===== src/rtl/alt_vipitc_sync_pkg.sv =====
// Shared types and helpers for the multi-channel sync generator.
package alt_vipitc_sync_pkg;

    typedef enum logic [1:0] {
        ST_IDLE  = 2'd0,
        ST_ARMED = 2'd1,
        ST_RUN   = 2'd2
    } sync_state_e;

    localparam int DEF_NUM_SYNC = 2;
    localparam int DEF_H_W      = 14;
    localparam int DEF_V_W      = 13;
    localparam int DEF_PULSE_W  = 4;

    // Last counter value of a line/frame; totals may already be stored as (total-1).
    function automatic logic [31:0] frame_top(input logic [31:0] total, input bit minus_one);
        return minus_one ? total : total - 32'd1;
    endfunction

endpackage


===== src/rtl/alt_vipitc_sync_frame_counter.sv =====
// Sample/line position counter with synchronous clear and count enable.
module alt_vipitc_sync_frame_counter
    import alt_vipitc_sync_pkg::*;
#(
    parameter int H_W              = DEF_H_W,
    parameter int V_W              = DEF_V_W,
    parameter int TOTALS_MINUS_ONE = 0
) (
    input  logic           clk,
    input  logic           rst_n,
    input  logic           sclr_i,
    input  logic           en_i,
    input  logic [H_W-1:0] h_total_i,
    input  logic [V_W-1:0] v_total_i,
    output logic [H_W-1:0] h_o,
    output logic [V_W-1:0] v_o
);

    logic [H_W-1:0] h_q, h_d, h_top;
    logic [V_W-1:0] v_q, v_d, v_top;

    assign h_top = H_W'(frame_top(32'(h_total_i), TOTALS_MINUS_ONE != 0));
    assign v_top = V_W'(frame_top(32'(v_total_i), TOTALS_MINUS_ONE != 0));

    // >= rather than == so a total that shrinks mid-frame wraps on the next count.
    always_comb begin
        h_d = h_q;
        v_d = v_q;
        if (sclr_i) begin
            h_d = '0;
            v_d = '0;
        end else if (en_i) begin
            if (h_q >= h_top) begin
                h_d = '0;
                v_d = (v_q >= v_top) ? '0 : v_q + 1'b1;
            end else begin
                h_d = h_q + 1'b1;
            end
        end
    end

    always_ff @(posedge clk or negedge rst_n) begin
        if (!rst_n) begin
            h_q <= '0;
            v_q <= '0;
        end else begin
            h_q <= h_d;
            v_q <= v_d;
        end
    end

    assign h_o = h_q;
    assign v_o = v_q;

endmodule


===== src/rtl/alt_vipitc_multi_sync_generation.sv =====
// Multi-channel sync pulse generator locked to the measured frame timing.
// Optional output divider is built only when ALT_VIPITC_SYNC_DIVIDER_EN is defined.
module alt_vipitc_multi_sync_generation
    import alt_vipitc_sync_pkg::*;
#(
    parameter int NUM_SYNC         = DEF_NUM_SYNC,
    parameter int H_W              = DEF_H_W,
    parameter int V_W              = DEF_V_W,
    parameter int PULSE_W          = DEF_PULSE_W,
    parameter int TOTALS_MINUS_ONE = 0
) (
    input  logic                        clk,
    input  logic                        rst_n,
    input  logic                        stable,
    input  logic                        h_total_valid,
    input  logic                        v_total_valid,
    input  logic [H_W-1:0]              h_total,
    input  logic [V_W-1:0]              v_total,
    input  logic                        start_of_vsync,
    input  logic                        field_prediction,
    input  logic                        clear_enable,
    input  logic                        enable_count,
    input  logic                        output_enable,
    input  logic [NUM_SYNC*H_W-1:0]     trig_sample,
    input  logic [NUM_SYNC*V_W-1:0]     trig_line,
    input  logic [NUM_SYNC*PULSE_W-1:0] pulse_len,
    input  logic [H_W-1:0]              divider_value,
    output logic [NUM_SYNC-1:0]         sync_out,
    output logic                        locked,
    output logic                        div
);

    sync_state_e         state_q, state_d;
    logic                sof_f0, valid, count, locked_q;
    logic [H_W-1:0]      h_cnt;
    logic [V_W-1:0]      v_cnt;
    logic [NUM_SYNC-1:0] fire;

    assign sof_f0 = start_of_vsync & ~field_prediction;
    assign valid  = stable & h_total_valid;

    always_comb begin
        state_d = state_q;
        unique case (state_q)
            ST_IDLE:  state_d = ST_ARMED;
            ST_ARMED: if (sof_f0) state_d = ST_RUN;
            ST_RUN:   if (clear_enable && !sof_f0) state_d = ST_ARMED;
            default:  state_d = ST_IDLE;
        endcase
        if (!valid) state_d = ST_IDLE;
    end

    assign count = enable_count &
                   ((state_q == ST_RUN) | ((state_q == ST_ARMED) & sof_f0 & valid));

    always_ff @(posedge clk or negedge rst_n) begin
        if (!rst_n) begin
            state_q  <= ST_IDLE;
            locked_q <= 1'b0;
        end else begin
            state_q  <= state_d;
            locked_q <= output_enable & (state_d == ST_RUN) & v_total_valid;
        end
    end

    assign locked = locked_q;

    alt_vipitc_sync_frame_counter #(
        .H_W              (H_W),
        .V_W              (V_W),
        .TOTALS_MINUS_ONE (TOTALS_MINUS_ONE)
    ) u_frame_counter (
        .clk       (clk),
        .rst_n     (rst_n),
        .sclr_i    (sof_f0),
        .en_i      (count),
        .h_total_i (h_total),
        .v_total_i (v_total),
        .h_o       (h_cnt),
        .v_o       (v_cnt)
    );

    for (genvar i = 0; i < NUM_SYNC; i++) begin : g_ch
        logic [PULSE_W-1:0] len, rem_q, rem_d;
        logic               act_q, act_d;

        assign len     = pulse_len[i*PULSE_W +: PULSE_W];
        assign fire[i] = count & (h_cnt == trig_sample[i*H_W +: H_W])
                               & (v_cnt == trig_line[i*V_W +: V_W]);

        // rem_q counts the remaining high cycles after the current one; a zero length acts as one.
        always_comb begin
            act_d = act_q;
            rem_d = rem_q;
            if (!output_enable) begin
                act_d = 1'b0;
                rem_d = '0;
            end else if (act_q) begin
                if (rem_q == '0) act_d = 1'b0;
                else             rem_d = rem_q - 1'b1;
            end else if (fire[i]) begin
                act_d = 1'b1;
                rem_d = (len == '0) ? '0 : len - 1'b1;
            end
        end

        always_ff @(posedge clk or negedge rst_n) begin
            if (!rst_n) begin
                act_q <= 1'b0;
                rem_q <= '0;
            end else begin
                act_q <= act_d;
                rem_q <= rem_d;
            end
        end

        assign sync_out[i] = act_q;
    end

`ifdef ALT_VIPITC_SYNC_DIVIDER_EN
    logic [H_W-1:0] dcnt_q, dcnt_d;
    logic           arm_q, arm_d, div_q, div_d;

    // Channel 0 re-phases the divider; it then free-runs on counted cycles only.
    always_comb begin
        dcnt_d = dcnt_q;
        arm_d  = arm_q;
        div_d  = 1'b0;
        if (!output_enable) begin
            arm_d  = 1'b0;
            dcnt_d = '0;
        end else if (fire[0]) begin
            arm_d  = 1'b1;
            dcnt_d = '0;
        end else if (arm_q && count && divider_value != '0) begin
            if (dcnt_q >= divider_value - 1'b1) begin
                dcnt_d = '0;
                div_d  = 1'b1;
            end else begin
                dcnt_d = dcnt_q + 1'b1;
            end
        end
    end

    always_ff @(posedge clk or negedge rst_n) begin
        if (!rst_n) begin
            dcnt_q <= '0;
            arm_q  <= 1'b0;
            div_q  <= 1'b0;
        end else begin
            dcnt_q <= dcnt_d;
            arm_q  <= arm_d;
            div_q  <= div_d;
        end
    end

    assign div = div_q;
`else
    logic unused_divider;
    assign unused_divider = ^divider_value;
    assign div            = 1'b0;
`endif

endmodule

===== config.mk =====
export PLATFORM = sky130hd
export DESIGN_NAME = alt_vipitc_multi_sync_generation
export DESIGN_NICKNAME = d
export VERILOG_FILES = /design/src/rtl/alt_vipitc_sync_pkg.sv /design/src/rtl/alt_vipitc_sync_frame_counter.sv /design/src/rtl/alt_vipitc_multi_sync_generation.sv
export SDC_FILE = /design/constraint.sdc
export NUM_CORES = 1
export LEC_CHECK = 0
export ABC_CLOCK_PERIOD_IN_PS = 5600
export CORE_ASPECT_RATIO = 1.4
export CORE_MARGIN = 5
export CORE_UTILIZATION = 50
export DETAILED_ROUTE_END_ITERATION = 10
export PLACE_DENSITY_LB_ADDON = 0.25
export SKIP_CTS_REPAIR_TIMING = 1
export SYNTH_ARGS = -nofsm -noshare
export SYNTH_HDL_FRONTEND = slang
export SYNTH_SLANG_ARGS = --single-unit

===== constraint.sdc =====
create_clock -name clk -period 5.6 [get_ports clk]
set_input_delay 0.84 -clock clk [delete_from_list [all_inputs] [get_ports clk]]
set_output_delay 0.84 -clock clk [all_outputs]
set_load 0.01 [all_outputs]

==> impl_metrics.env, run 1 <==
export IMPL_clkLatencyLatePin_ns=0.28
export IMPL_cp_end_kind="flop"
export IMPL_setup_viol=0
export IMPL_outcome="complete, no violations"
export IMPL_hp_class="reg -> reg"
export IMPL_first_iter_violations=195
export IMPL_cts_sinks=40
export IMPL_worstPathRequired_ns=5.77
export IMPL_fmax_mhz=235
export IMPL_final_common_cell="clkdlybuf4s50_1"
export IMPL_worst_slew_pin_transition_ns=0.936
export IMPL_synth_edf_count=0
export IMPL_chipWidth_microns=86.5
export IMPL_rr_worst_depth=8
export IMPL_area_delta_synth_final_pct=28.6
export IMPL_dp_hpwl_microns=9050
export IMPL_globalplace_congestion=0.902
export IMPL_power_density_nw_per_um2=178
export IMPL_gr_usage_all_layers=0.223
export IMPL_first_pass_iters=4
export IMPL_holdPathStages=2
export IMPL_vias_per_cell=5.65
export IMPL_timing_slew_headroom=0.376
export IMPL_tns_ns=0
export IMPL_h_tree_depth=2
export IMPL_globalRouteOverflowTotal=0
export IMPL_clockBufferDepth=2
export IMPL_grt_pass1_vias=3988
export IMPL_start_util=0.505
export IMPL_nets=716
export IMPL_reg2reg_slack_ns=3.06
export IMPL_path_clk_slew_ns=0.06
export IMPL_leakagePower_nw=2.40
export IMPL_drive_above_1_share=0.0425
export IMPL_r2r_start="u_frame_counter.v_o[6]$_DFFE_PN0P_"
export IMPL_cap_violations=0
export IMPL_critPathArrivalTime_ns=4.43
export IMPL_synth_nets=627
export IMPL_syn_instance_count=475
export IMPL_async_flop_share=1.00
export IMPL_grt_max_degree=41
export IMPL_rsz0062_at_grt="no"
export IMPL_hold_start="g_ch[0].rem_q[1]$_DFFE_PN0P_"
export IMPL_port_buffers=101
export IMPL_r2r_end="u_frame_counter.v_o[2]$_DFFE_PN0P_"
export IMPL_dr_total_vias=3767
export IMPL_path_class="in -> reg"
export IMPL_yosysUniqueCellTypes=59
export IMPL_antenna_cells=0
export IMPL_avgSynthCellArea_sq_um=8.62
export IMPL_die_h_microns=117
export IMPL_placed_cell_area_sq_um=5100
export IMPL_coreArea_sq_um=8100
export IMPL_synth_seq_cells=40
export IMPL_root_buffer="clkbuf_16"
export IMPL_finalHoldViolCount=0
export IMPL_fin_hold_ws_ns=0.594
export IMPL_layout_common_cells="100 x clkdlybuf4s50_1, 64 x xor2_1, 44 x nor2_1, 40 x dfrtp_1, 39 x ha_1"
export IMPL_cts_tree="built"
export IMPL_antenna_found_initial=0
export IMPL_ir_worst_vdd_mv=0.116
export IMPL_crit_fanout=10
export IMPL_ys_warn_count=0
export IMPL_drc=0
export IMPL_skew_ns=0.00565
export IMPL_wl_microns=11100
export IMPL_start_kind="input port"
export IMPL_synth_area_sq_um=4090
export IMPL_numCtsBuffers=5
export IMPL_rows=39
export IMPL_grt_pass1_wl_microns=17900
export IMPL_die_area_sq_um=10100
export IMPL_ant_nets=0
export IMPL_design_area_sq_um=5270
export IMPL_slew_violations=0
export IMPL_synth_ff_type="dfrtp_1"
export IMPL_period_needed_ns=4.26
export IMPL_finalCritPeriodShare=0.761
export IMPL_ys_seq_area_frac=0.245
export IMPL_io_pins=117
export IMPL_wl_per_cell_microns=16.6
export IMPL_hold_end="g_ch[0].rem_q[1]$_DFFE_PN0P_"
registers in the layout (all words and copies together), names as in the netlist:
signal and cells:
u_frame_counter.h_o 14, u_frame_counter.v_o 13, g_ch.rem_q 8, g_ch.act_q 2, state_q 2, locked 1
power by group:
group | internal [mW] | switching, mW
clock | 0.209 | 0.118
combinational | 0.143 | 0.116
sequential | 0.307 | 0.0427
total | 0.659 | 0.276
through the flow:
stage	worst slack [ns]	utilization	power, mW	std cells
floorplan	2.05	-	0.485	475
global placement	1.18	0.629	0.603	659
detailed placement	1.02	0.629	0.612	659
CTS	1.30	0.650	0.938	667
global route	1.01	0.650	0.989	667
finish	1.34	0.650	0.935	667
synthesized netlist by cell type, types with 8 or more instances:
master,count,area share
a21oi_1,14,0.017
a22o_1,9,0.019
and3_1,11,0.017
dfrtp_1,40,0.24
ha_1,39,0.12
inv_1,23,0.021
nand2_1,29,0.027
nand3_1,10,0.012
nand4_1,10,0.015
nor2_1,44,0.040
nor2b_1,8,0.012
nor3_1,14,0.017
nor4_1,18,0.028
o21ai_0,22,0.027
xnor2_1,27,0.058
xor2_1,64,0.14
area by class of cell:
cell class                      instances  area (sq um)
Clock buffer                            5           125
Clock inverter                          3          42.5
Fill cell                             723          2840
Inverter                               23          86.3
Multi-Input combinational cell        390          2850
Sequential cell                        40          1000
Tap cell                              102           128
Timing Repair Buffer                  104          1030
how the worst max path moves through the flow:
stage,slack (ns),endpoint,startpoint,cells after the start
finish,1.34,u_frame_counter.v_o[2]$_DFFE_PN0P_,h_total[0],15
detailed placement,1.02,u_frame_counter.v_o[2]$_DFFE_PN0P_,h_total[0],15
CTS,1.30,u_frame_counter.v_o[2]$_DFFE_PN0P_,h_total[0],15
global route,1.01,u_frame_counter.v_o[11]$_DFFE_PN0P_,h_total[0],15
global placement,1.18,u_frame_counter.v_o[4]$_DFFE_PN0P_,h_total[0],15
floorplan,2.05,u_frame_counter.v_o[3]$_DFFE_PN0P_,h_total[0],15
cells by family (layout without fill, tap and decap cells):
group,after synthesis,count (layout),synth area share
AO/OA/AOI/OAI,80,80,0.141
XOR/XNOR,91,91,0.195
adder cells (fa/ha/maj),39,39,0.119
buffers and inverters,45,135,0.0581
flip-flops,40,40,0.245
multiplexers,6,6,0.0156
other,1,1,0.000916
AND/OR/NAND/NOR,173,173,0.226
critical path, cell delays in order:
cell and delay (ns):
clkdlybuf4s50_1 0.41, inv_1 0.09, ha_1 0.19, nand2b_1 0.08
nor4_1 0.46, nand2_1 0.21, nor4_1 0.27, xnor2_1 0.17
ha_1 0.28, a21oi_1 0.15, nand2_1 0.08, a221oi_2 0.47
nand2_1 0.23, nor3b_4 0.26, a22o_1 0.24
routing by layer:
| layer | global-route usage | vias up | part of all wire |
|---|---|---|---|
| met5 | 0 | - | 0 |
| met4 | 0.0946 | 0 | 0.027 |
| met3 | 0.0280 | 25 | 0.049 |
| met2 | 0.422 | 113 | 0.53 |
| met1 | 0.247 | 1776 | 0.40 |
| li1 | - | 1853 | - |
Note: power is estimated with default switching activity, not from simulation.
==> inputs of run 2 (changes only) <==
Settings changed: ABC_CLOCK_PERIOD_IN_PS 5600 to 3700, CORE_UTILIZATION 50 to 44.
Clock period 5.6 ns to 3.7 ns, I/O delays scaled along.
==> impl_metrics.env, run 2 (synthesis results as in run 1) <==
export IMPL_io_pins=117
export IMPL_antenna_found_initial=0
export IMPL_setup_viol=0
export IMPL_period_needed_ns=3.50
export IMPL_grt_max_degree=41
export IMPL_crit_fanout=6
export IMPL_pwr_share_clk=0.323
export IMPL_h_tree_depth=2
export IMPL_chipWidth_microns=91.5
export IMPL_die_area_sq_um=11400
export IMPL_grt_pass1_wl_microns=18200
export IMPL_dp_hpwl_microns=9420
export IMPL_globalplace_congestion=0.880
export IMPL_pwr_share_seq=0.387
export IMPL_drc=0
export IMPL_ir_worst_vdd_mv=0.247
export IMPL_layout_common_cells="100 x clkdlybuf4s50_1, 64 x xor2_1, 43 x nor2_1, 40 x dfrtp_1, 39 x ha_1"
export IMPL_first_pass_iters=4
export IMPL_gr_usage_all_layers=0.202
export IMPL_ant_nets=0
export IMPL_placedCellCount=684
export IMPL_critPathArrivalTime_ns=3.67
export IMPL_largest_reg_flops=14
export IMPL_port_buffers=101
export IMPL_power_density_nw_per_um2=254
export IMPL_timing_slew_headroom=0.392
export IMPL_cts_tree="built"
export IMPL_wl_per_cell_microns=16.5
export IMPL_design_area_sq_um=5440
export IMPL_cp_end_kind="flop"
export IMPL_leakagePower_nw=2.49
export IMPL_drive_above_1_share=0.0838
export IMPL_slew_violations=0
export IMPL_pwr_share_comb=0.290
export IMPL_grt_pass1_vias=3910
export IMPL_start_kind="input port"
export IMPL_numCtsBuffers=5
export IMPL_coreArea_sq_um=9080
export IMPL_placed_cell_area_sq_um=5250
export IMPL_cap_violations=0
export IMPL_worstPathRequired_ns=3.87
export IMPL_globalRouteOverflowTotal=0
export IMPL_worst_slew_pin_transition_ns=0.913
export IMPL_wl_microns=11400
export IMPL_skew_ns=0.00511
export IMPL_start_util=0.451
export IMPL_clockBufferDepth=2
export IMPL_root_buffer="clkbuf_16"
export IMPL_nets=736
export IMPL_antenna_cells=0
export IMPL_clkLatencyLatePin_ns=0.29
export IMPL_path_clk_slew_ns=0.06
export IMPL_path_class="in -> reg"
export IMPL_first_iter_violations=136
export IMPL_area_delta_synth_final_pct=33.0
export IMPL_rows=41
export IMPL_power_switching_uw=424
export IMPL_finalHoldViolCount=0
export IMPL_vias_per_cell=5.55
export IMPL_die_h_microns=124
export IMPL_reg2reg_slack_ns=1.20
export IMPL_dr_total_vias=3840
export IMPL_outcome="complete, no violations"
export IMPL_fin_hold_ws_ns=0.392
export IMPL_rsz0062_at_grt="no"
export IMPL_fin_cells=692
export IMPL_cts_sinks=40
export IMPL_power_internal_uw=957
export IMPL_swShare=0.307
export IMPL_hp_class="in -> async"
export IMPL_fmax_mhz=286
export IMPL_finalCritPeriodShare=0.946
export IMPL_final_common_cell="clkdlybuf4s50_1"
-- run 2: path summary, 6_finish.rpt --
path,start,endpoint,cells after the start
min in group clk,g_ch[0].rem_q[1]$_DFFE_PN0P_,g_ch[0].rem_q[1]$_DFFE_PN0P_,2
max,h_total[0],u_frame_counter.v_o[7]$_DFFE_PN0P_,17
max reg2reg,u_frame_counter.h_o[4]$_DFFE_PN0P_,u_frame_counter.h_o[2]$_DFFE_PN0P_,10
max in group asynchronous,rst_n,u_frame_counter.h_o[13]$_DFFE_PN0P_,1
min,rst_n,u_frame_counter.v_o[11]$_DFFE_PN0P_,1
min reg2reg,g_ch[0].rem_q[1]$_DFFE_PN0P_,g_ch[0].rem_q[1]$_DFFE_PN0P_,2
-- run 2: per-layer routing --
| layer | GRT usage | share of wire | vias up |
|---|---|---|---|
| li1 | - | - | 1888 |
| met1 | 0.222 | 0.39 | 1824 |
| met2 | 0.372 | 0.52 | 109 |
| met3 | 0.0483 | 0.066 | 19 |
| met4 | 0.0774 | 0.024 | 0 |
| met5 | 0 | 0 | - |
-- run 2: final cells by class --
type                    count  area [sq um]
clock buffers               6           139
well taps                 107           134
flip-flops and latches     40          1000
repair buffers            124          1180
multi-input cells         390          2890
inverters                  23          86.3
clock inverters             2          15.0
fillers                   815          3640
-- run 2: metrics by stage --
stage          utilization  setup TNS [ns]  total power [mW]  setup slack (ns)
2_1_floorplan            -               0             0.735             0.440
3_3_place_gp         0.579          -0.743             0.923           -0.0758
3_5_place_dp         0.579           -1.54             0.940            -0.135
4_1_cts              0.596               0              1.38             0.133
5_1_grt              0.599               0              1.46           0.00620
6_report             0.599               0              1.38             0.200
-- run 2: power by group through the flow --
stage / sequential (mW) / clock (mW) / combinational (mW)
after CTS: 0.533 / 0.449 / 0.403
after floorplan: 0.508 / 0 / 0.227
after global routing: 0.539 / 0.468 / 0.449
after global placement: 0.539 / 0 / 0.384
after detailed placement: 0.541 / 0 / 0.399
final: 0.535 / 0.446 / 0.401
-- run 2: critical path, stage by stage --
cell and delay (ns):
clkdlybuf4s50_1 0.41, inv_1 0.08, ha_1 0.16, nand2b_1 0.08, nor4_2 0.14, buf_4 0.16, nand2_1 0.09, nor4_2 0.20
xnor2_1 0.16, ha_1 0.27, a21oi_1 0.15, nand2_1 0.10, a221oi_4 0.40, nand2_1 0.13, nor3b_4 0.17, buf_4 0.18
a22o_1 0.20
